==> src/rtl/bp_cce_fetch_ctrl.sv <==
// rtl/bp_cce_fetch_ctrl.sv - CCE instruction RAM sequencer owning the fetch PC
module bp_cce_fetch_ctrl #(
    parameter int width_p      = 8,
    parameter int inst_width_p = 48
) (
    input  logic                    clk_i,
    input  logic                    reset_i,
    input  logic                    cfg_w_v_i,
    input  logic [width_p-1:0]      cfg_addr_i,
    input  logic [inst_width_p-1:0] cfg_data_i,
    output logic                    cfg_ready_o,
    input  logic                    start_i,
    output logic                    ram_v_o,
    output logic                    ram_w_o,
    output logic [width_p-1:0]      ram_addr_o,
    output logic [inst_width_p-1:0] ram_data_o,
    input  logic [inst_width_p-1:0] ram_data_i,
    output logic [width_p-1:0]      pc_o,
    input  logic [width_p-1:0]      predicted_next_pc_i,
    output logic                    inst_v_o,
    output logic [inst_width_p-1:0] inst_o,
    input  logic                    stall_i,
    input  logic                    mispredict_i,
    input  logic [width_p-1:0]      redirect_pc_i
);

    typedef enum logic [1:0] {
        S_RESET = 2'd0,
        S_INIT  = 2'd1,
        S_FETCH = 2'd2
    } state_e;

    state_e             state_q, state_d;
    logic [width_p-1:0] pc_q, pc_d;

    // State and PC registers; reset drops any in-flight RAM access with the state
    always_ff @(posedge clk_i or posedge reset_i) begin
        if (reset_i) begin
            state_q <= S_RESET;
            pc_q    <= '0;
        end else begin
            state_q <= state_d;
            pc_q    <= pc_d;
        end
    end

    // Next-state, next-PC and RAM/decode outputs; the RAM address issued each
    // FETCH cycle is always the PC loaded next, so pc_o tracks ram_data_i
    always_comb begin
        state_d     = state_q;
        pc_d        = pc_q;
        cfg_ready_o = 1'b0;
        ram_v_o     = 1'b0;
        ram_w_o     = 1'b0;
        ram_addr_o  = '0;
        ram_data_o  = '0;
        pc_o        = '0;
        inst_v_o    = 1'b0;
        inst_o      = '0;
        case (state_q)
            S_RESET: begin
                state_d = S_INIT;
            end
            S_INIT: begin
                cfg_ready_o = 1'b1;
                pc_o        = pc_q;
                if (cfg_w_v_i) begin
                    ram_v_o    = 1'b1;
                    ram_w_o    = 1'b1;
                    ram_addr_o = cfg_addr_i;
                    ram_data_o = cfg_data_i;
                end else if (start_i) begin
                    ram_v_o    = 1'b1;
                    ram_addr_o = '0;
                    pc_d       = '0;
                    state_d    = S_FETCH;
                end
            end
            S_FETCH: begin
                ram_v_o = 1'b1;
                pc_o    = pc_q;
                inst_o  = ram_data_i;
                if (mispredict_i) begin
                    ram_addr_o = redirect_pc_i;
                    pc_d       = redirect_pc_i;
                end else if (stall_i) begin
                    inst_v_o   = 1'b1;
                    ram_addr_o = pc_q;
                end else begin
                    inst_v_o   = 1'b1;
                    ram_addr_o = predicted_next_pc_i;
                    pc_d       = predicted_next_pc_i;
                end
            end
            default: begin
                state_d = S_RESET;
            end
        endcase
    end

endmodule

==> config.mk <==
export PLATFORM = sky130hd
export DESIGN_NAME = bp_cce_fetch_ctrl
export DESIGN_NICKNAME = d
export VERILOG_FILES = /design/src/rtl/bp_cce_fetch_ctrl.sv
export SDC_FILE = /design/constraint.sdc
export NUM_CORES = 1
export LEC_CHECK = 0
export BUFFER_PORTS_ARGS = -buffer_cell sky130_fd_sc_hd__buf_2
export CAP_MARGIN = 10
export CORE_AREA = 2 2 93 95
export DETAILED_ROUTE_END_ITERATION = 12
export DIE_AREA = 0 0 95 97
export SYNTH_ARGS = -nofsm -noshare
export SYNTH_HDL_FRONTEND = slang
export SYNTH_SLANG_ARGS = --single-unit
==> constraint.sdc <==
create_clock -name clk_i -period 4.1 [get_ports clk_i]
set_input_delay 0.41 -clock clk_i [delete_from_list [all_inputs] [get_ports clk_i]]
set_output_delay 0.41 -clock clk_i [all_outputs]
set_load 0.02 [all_outputs]
==> flow_summary.yaml, run 1 <==
placement:
  dp.cells: 543
  place.gp.congestion: 0.780
  hpwl_mm: 5.96
  portBuffers: 241
detailed_routing:
  vias: 2399
  route.detailed.drc: 0
  wirelength_mm: 7.20
  wl_per_cell_um: 13.2
  first_iter_violations: 88
  antenna_left: 0
  firstDrtPassIters: 4
  routed_via_density: 4.39
pwr:
  combPwrFrac_pct: 78.6
  ir_drop_mv: 0.221
  power.density_nw_per_um2: 487
  swShare_pct: 55.4
  internal_power_mw: 0.630
  clkPwrFrac_pct: 8.6
  leakage_nw: 1.98
  seqPwrFrac_pct: 12.8
  switchingPower_mw: 0.783
synthesis:
  synth_edf_count: 0
  ys.flop_type: "dfrtp_1"
  async_reset_ff_share_pct: 100
  yosys_register_bits: 10
  ys_types: 29
  synth_seq_area_share_pct: 15.6
  syn_nets: 348
  yosysTopAreaCell: "and2_1"
  synth_warnings: 0
  yosysTopAreaCellShare_pct: 21.8
  syn_inst: 218
  synthesis.area_um2: 1610
  ys_top_cells_by_area: "and2_1 (22%), and3_1 (19%), dfrtp_1 (16%), mux2i_1 (9.3%), a22o_1 (3.8%)"
  syn_area_per_cell_um2: 7.38
run_status:
  outcome: "finished, final reports clean"
sta:
  fin_crit_ns: 2.72
  finalSetupViolCount: 0
  clock.fmax_mhz: 368
  drv_slew: 0
  worst_pin_slew_ns: 0.840
  hold_viol: 0
  finalCritPeriodShare_pct: 66.3
  slew_headroom_pct: 44.0
  setup_tns_ns: 0
  whs_ns: 0.154
  skew_ns: 0.00223
  rsz0062_at_grt: "no"
layout:
  n_antenna_cell: 0
  final_cells: 547
  nets: 573
  drive_gt1_share_pct: 57.7
  area_growth_syn_to_layout_pct: 80.4
floorplan:
  std_cell_rows: 33
  die_w_um: 95
  dieArea_um2: 9220
  initial_core_util_pct: 19.8
  ioPinCount: 242
  die_h_um: 97
  core-area_um2: 8130
setup_path:
  startpoint_type: "flop"
  crit_type: "reg -> out"
  critical_path_required_ns: 3.69
  end_kind: "output port"
  path_max_fanout: 61
  critPathArrivalTime_ns: 2.31
grt:
  grtUsageMet2_pct: 28.0
  grt_busiest_layer: "met2"
  grt_max_degree: 62
  antenna_found_initial: 0
  grt.overflow.total: 0
  grt_pass1_wl_mm: 10.8
  grt_pass1_vias: 2233
  met1_usage_pct: 15.7
  track_usage_pct: 14.3
  use_met3_pct: 2.88
min_path:
  hold_path.class: "in -> async"
cts:
  hold_buffers: 0
  cts_sinks: 10
  post_cts_buffers: 0
  clk_path_buf_depth: 2
  cts_resized: 0
  clkSlewWorstSetupHoldPaths_ns: 0.05
  cts_root_buffer: "clkbuf_8"
  cts_tree: "done"
  cts.htree.levels: 1
  cts_buffers: 3
  clock_latency_ns: 0.23
job:
  cap_violations: 0
-- worst paths after layout --
kind	cells past startpoint	start	slack, ns	end
max	6	state_q[0]	1.38	ram_addr_o[0]
min	2	reset_i	0.15	state_q[0]
max reg2reg	5	state_q[0]	2.11	state_q[0]
min reg2reg	1	pc_q[5]	0.53	pc_q[5]
max in group asynchronous	2	reset_i	3.66	pc_q[1]
min in group clk_i	3	start_i	0.49	state_q[1]
-- cells in the mapped netlist, types with 3 or more instances --
master,n
and3_1,48
dfrtp_1,10
inv_1,13
a32oi_1,7
a21oi_1,11
clkbuf_1,14
ha_1,4
or2_2,4
mux2i_1,15
a22o_1,7
or2_0,4
and2_1,56
nand3_1,3
-- area by class of cell --
cell class	count	area (um2)
fillers	886	5230
well taps	105	131
inverters	15	56.3
flip-flops and latches	10	250
clock buffers	4	55.1
repair buffers	241	1210
multi-input cells	172	1200
-- kinds of logic after synthesis --
family                   after synthesis  synth area share, %
AO/OA/AOI/OAI                         30                 13.4
flip-flops                            10                 15.6
adder cells (fa/ha/maj)                4                 3.11
AND/OR/NAND/NOR                      122                 47.9
multiplexers                          16                 10.0
buffers and inverters                 36                 10.0
-- registers in the layout, summed over array words and instances (netlist names) --
| register | cells |
|---|---|
| state_q | 2 |
| pc_q | 8 |
-- layout by cell type (no fill, tap or decap), drive strengths merged, types with 3 or more instances in the layout --
cell,instances
a22o,7
a21oi,11
inv,13
ha,4
dfrtp,10
clkbuf,4
and2,56
a32oi,7
or2,8
and3,48
nand3,3
mux2i,15
buf,241
nand2b,4
-- power groups by stage --
stage	registers (mW)	logic, mW	clock network [mW]
2_1_floorplan	0.170	0.772	0
3_3_place_gp	0.178	1.11	0
3_5_place_dp	0.182	1.12	0
4_1_cts	0.181	1.12	0.124
5_1_grt	0.187	1.22	0.132
6_report	0.181	1.11	0.121
-- critical path, stage by stage (launching register included) --
cell and delay (ns):
dfrtp_1 0.41, inv_1 0.10, ha_2 0.74, nand2b_4 0.17
or2_2 0.33, a31oi_1 0.13, buf_2 0.20
-- metrics by stage --
| step | instance area [um2] | total power, mW | setup slack, ns | utilization [%] |
|---|---|---|---|---|
| after floorplan | 1610 | 0.941 | 2.13 | - |
| after global placement | 2840 | 1.28 | 1.65 | 34.9 |
| after detailed placement | 2840 | 1.30 | 1.51 | 34.9 |
| after CTS | 2900 | 1.43 | 1.28 | 35.6 |
| after global routing | 2900 | 1.54 | 1.09 | 35.7 |
| final | 2900 | 1.41 | 1.38 | 35.7 |
-- routing by layer --
| metal | up-vias | share of wire, % |
|---|---|---|
| li1 | 1200 | - |
| met1 | 1081 | 37 |
| met2 | 108 | 53 |
| met3 | 10 | 8.6 |
| met4 | 0 | 0.88 |
| met5 | - | 0 |
Power figures use the tool's default switching activity.
==> run 2, diff against run 1 <==
CORE_AREA = 2 2 94 96   (was 2 2 93 95)
DIE_AREA = 0 0 96 98   (was 0 0 95 97)
clock period = 2.64 ns   (was 4.1 ns; I/O delays follow)
==> flow_summary.yaml, run 2 (synthesized netlist as in run 1, its figures left out) <==
run_status:
  outcome: "finished, final reports clean"
layout:
  nets: 577
  final_cell_mix: "buf_2 (241), and2_1 (56), and3_1 (48)"
  fillerInstances: 944
  final_common_cell: "buf_2"
  seqCellArea_um2: 250
  n_antenna_cell: 0
  multi_input_area_um2: 1200
  largestRegisters: "pc_q x8, state_q x2"
  regMostFlops: "pc_q"
  area_growth_syn_to_layout_pct: 81.3
  largest_reg_flops: 8
  drive_gt1_share_pct: 57.5
cts:
  cts_resized: 0
  cts_root_buffer: "clkbuf_8"
  cts_tree: "done"
  clkSlewWorstSetupHoldPaths_ns: 0.05
  clock_latency_ns: 0.23
  cts.htree.levels: 1
  cts_buffers: 3
  post_cts_buffers: 0
  clk_path_buf_depth: 2
  cts_sinks: 10
  hold_buffers: 0
sta:
  timing.final.ws_setup_ns: 0.456
  hold_viol: 0
  slew_headroom_pct: 70.4
  rsz0062_at_grt: "no"
  drv_slew: 0
  worst_pin_slew_ns: 0.443
  setup_tns_ns: 0
  finalSetupViolCount: 0
  skew_ns: 0.000946
  fin_crit_ns: 2.18
  finalCritPeriodShare_pct: 82.7
  clock.fmax_mhz: 458
detailed_routing:
  first_iter_violations: 66
  wirelength_mm: 7.22
  routed_via_density: 4.37
  firstDrtPassIters: 4
  route.detailed.drc: 0
  wl_per_cell_um: 13.1
  antenna_left: 0
  vias: 2416
setup_path:
  reg2regPathDepth: 6
  r2r_end: "pc_q[4]"
  startpoint_type: "flop"
  worstReg2RegStart: "state_q[1]"
  critical_path_required_ns: 2.38
  r2r_slack_ns: 0.83
  critPathArrivalTime_ns: 1.92
  end_kind: "output port"
  crit_type: "reg -> out"
  path_max_fanout: 13
floorplan:
  dieArea_um2: 9410
  die_w_um: 96
  ioPinCount: 242
  core-area_um2: 8470
  die_h_um: 98
  std_cell_rows: 34
  initial_core_util_pct: 19.0
placement:
  place_ws_ns: 0.676
  place.gp.congestion: 0.816
  portBuffers: 241
  hpwl_mm: 6.05
pwr:
  leakage_nw: 2.00
  power.density_nw_per_um2: 747
  fin_total_pwr_mw: 2.18
  ir_drop_mv: 0.307
grt:
  track_usage_pct: 13.9
  grt_pass1_vias: 2186
  grt.overflow.total: 0
  grt_max_degree: 54
  grt_pass1_wl_mm: 10.6
  antenna_found_initial: 0
min_path:
  hold_path.class: "in -> async"
job:
  cap_violations: 0
run 2: changes by cell type in the layout (fill, tap and decap cells not counted):
cell | previous run | this run
buf_4 | 0 | 4
ha_1 | 2 | 4
ha_2 | 2 | 0
clkbuf_8 | 4 | 3
run 2: worst max path at each step:
| stage | slack (ns) | depth (start not counted) | start | end |
|---|---|---|---|---|
| after detailed placement | 0.68 | 5 | state_q[0] | ram_addr_o[2] |
| final | 0.46 | 5 | state_q[0] | ram_addr_o[2] |
| after global placement | 0.74 | 5 | state_q[0] | ram_addr_o[0] |
| after floorplan | 0.81 | 5 | state_q[1] | ram_v_o |
| after CTS | 0.42 | 5 | state_q[0] | ram_addr_o[2] |
| after global routing | 0.21 | 5 | state_q[0] | ram_addr_o[0] |
run 2: layout make-up:
| type | instances | area share (%) |
|---|---|---|
| clock buffers | 3 | 1.42 |
| inverters | 15 | 1.93 |
| multi-input cells | 172 | 41.0 |
| flip-flops and latches | 10 | 8.58 |
| well taps | 108 | 4.64 |
| repair buffers | 245 | 42.4 |
run 2: routing by layer:
layer,share of wire (%),GRT usage (%),up-vias
li1,-,-,1202
met1,40,16.5,1097
met2,52,26.4,109
met3,7.0,1.39,8
met4,1.1,2.42,0
met5,0,0,-
run 2: power breakdown:
group	switching, mW	internal (mW)	total [mW]
Combinational	1.11	0.631	1.74
Sequential	0.0576	0.225	0.282
Clock	0.0575	0.0997	0.157
run 2: stage by stage:
step           util [%]  hold WS, ns  instance area (um2)  std cells
6_report           34.4       0.0118                 2920        553
2_1_floorplan         -        0.104                 1610        218
3_3_place_gp       33.9        0.270                 2870        550
3_5_place_dp       33.9        0.270                 2870        550
5_1_grt            34.4       0.0500                 2920        553
4_1_cts            34.4       0.0222                 2920        553
run 2: worst max-delay path: stages (launching register included):
cell and delay (ns):
dfrtp_1 0.39, inv_1 0.08, ha_1 0.47, clkinv_1 0.34
a21oi_1 0.23, buf_2 0.19
==> run 3, diff against run 2 <==
CORE_AREA = 2 2 93 95   (was 2 2 94 96)
DIE_AREA = 0 0 95 97   (was 0 0 96 98)
clock period = 1.8 ns   (was 2.64 ns; I/O delays follow)
==> flow_summary.yaml, run 3 (synthesized netlist as in run 1, its figures left out) <==
pwr:
  seqPwrFrac_pct: 11.1
  switchingPower_mw: 1.94
  internal_power_mw: 1.78
  power.density_nw_per_um2: 1170
  clkPwrFrac_pct: 7.6
  ir_drop_mv: 0.357
  leakage_nw: 2.08
  combPwrFrac_pct: 81.3
  fin_total_pwr_mw: 3.72
  swShare_pct: 52.2
cts:
  cts_tree: "done"
  cts_buffers: 3
  clkSlewWorstSetupHoldPaths_ns: 0.05
  clk_path_buf_depth: 2
  cts_sinks: 10
  cts_root_buffer: "clkbuf_8"
  cts.htree.levels: 1
  clock_latency_ns: 0.24
sta:
  finalSetupViolCount: 0
  rsz0062_at_grt: "yes"
  finalCritPeriodShare_pct: 98.2
  drv_slew: 0
  timing.final.ws_setup_ns: 0.0325
  slew_headroom_pct: 74.2
  worst_pin_slew_ns: 0.387
  skew_ns: 0.00196
  clock.fmax_mhz: 566
  hold_viol: 0
  fin_crit_ns: 1.77
run_status:
  outcome: "finished, final reports clean"
grt:
  grt_pass1_wl_mm: 10.8
  grt_pass1_vias: 2252
  antenna_found_initial: 0
  grt.overflow.total: 0
  grt_max_degree: 50
  track_usage_pct: 14.4
setup_path:
  cp_slowest_stage_delay_ns: 0.41
  worstPathCellList: "buf_6 -> ha_4 -> buf_12 -> a32oi_2 -> a21oi_2 -> buf_4"
  end_kind: "output port"
  r2r_slack_ns: 0.10
  critPathArrivalTime_ns: 1.59
  crit_type: "reg -> out"
  startpoint_type: "flop"
  critical_path_required_ns: 1.62
  path_max_fanout: 30
  critPathSlowestCell: "dfrtp_1"
layout:
  largest_reg_flops: 8
  largestRegisters: "pc_q x8, state_q x2"
  nets: 585
  final_cell_mix: "buf_2 (229), and2_1 (55), and3_1 (48)"
  regMostFlops: "pc_q"
  drive_gt1_share_pct: 61.7
  area_growth_syn_to_layout_pct: 98.0
  n_antenna_cell: 0
  final_common_cell: "buf_2"
  final_util_pct: 39.1
placement:
  place.gp.congestion: 0.862
  portBuffers: 241
  place_ws_ns: 0.108
  hpwl_mm: 6.06
detailed_routing:
  first_iter_violations: 90
  vias: 2474
  wirelength_mm: 7.52
  firstDrtPassIters: 4
  antenna_left: 0
  wl_per_cell_um: 13.5
  routed_via_density: 4.43
  route.detailed.drc: 0
floorplan:
  die_h_um: 97
  std_cell_rows: 33
  initial_core_util_pct: 19.8
  die_w_um: 95
  core-area_um2: 8130
  dieArea_um2: 9220
  ioPinCount: 242
min_path:
  hold_path.class: "in -> reg"
job:
  cap_violations: 0
## run 3: worst paths after layout
kind,from,to,depth (start not counted)
worst max-delay path,state_q[1],ram_addr_o[5],6
worst min-delay path,start_i,state_q[1],3
worst max register to register,state_q[0],pc_q[4],6
worst min register to register,pc_q[0],pc_q[0],1
max in group asynchronous,reset_i,pc_q[1],3
min in group asynchronous,reset_i,pc_q[0],3
## run 3: final cells by class
class | instances | area, um2
inverter | 15 | 63.8
multi-input combinational | 172 | 1290
tap | 105 | 131
clock buffer | 4 | 55.1
timing repair buffer | 253 | 1390
fill | 849 | 4950
sequential | 10 | 250
## run 3: metrics by stage
stage	TNS [ns]	hold slack (ns)	area (um2)	instances
after floorplan	0	0.0202	1610	218
after global placement	0	0.182	2910	548
after detailed placement	0	0.184	2910	548
after CTS	-0.0185	0.259	3050	556
after global routing	-0.179	0.286	3180	559
final	0	0.251	3180	559
## run 3: routing by layer
metal	up-vias	wire length, um	global-route usage (%)
met5	-	0	0
met4	0	55	3.46
met3	8	546	2.34
met2	118	3970	27.4
met1	1120	2960	16.3
li1	1228	-	-
## run 3: power groups by stage
stage	logic, mW	clock network [mW]	registers [mW]
4_1_cts	2.82	0.285	0.413
3_3_place_gp	2.61	0	0.409
5_1_grt	3.28	0.292	0.429
6_report	3.03	0.281	0.415
2_1_floorplan	1.76	0	0.387
3_5_place_dp	2.65	0	0.414
## run 3: worst max-delay path: cells and delay by family, from the launching register on
kind                     cells  cell delay [ns]
AO/OA/AOI/OAI                2             0.31
adder cells (fa/ha/maj)      1             0.17
buffers and inverters        3             0.45
flip-flops                   1             0.41
## run 3: timing repair
| item | CTS | global route |
|---|---|---|
| pin swaps | 1 | 3 |
| setup endpoints to repair | 20 | 72 |
| endpoints found under the hold margin | 10 | 0 |
| gates resized for setup | 9 | 28 |
| cloned | 1 | 0 |
| hold buffers | 1 | 0 |
| buffers inserted | 2 | 3 |
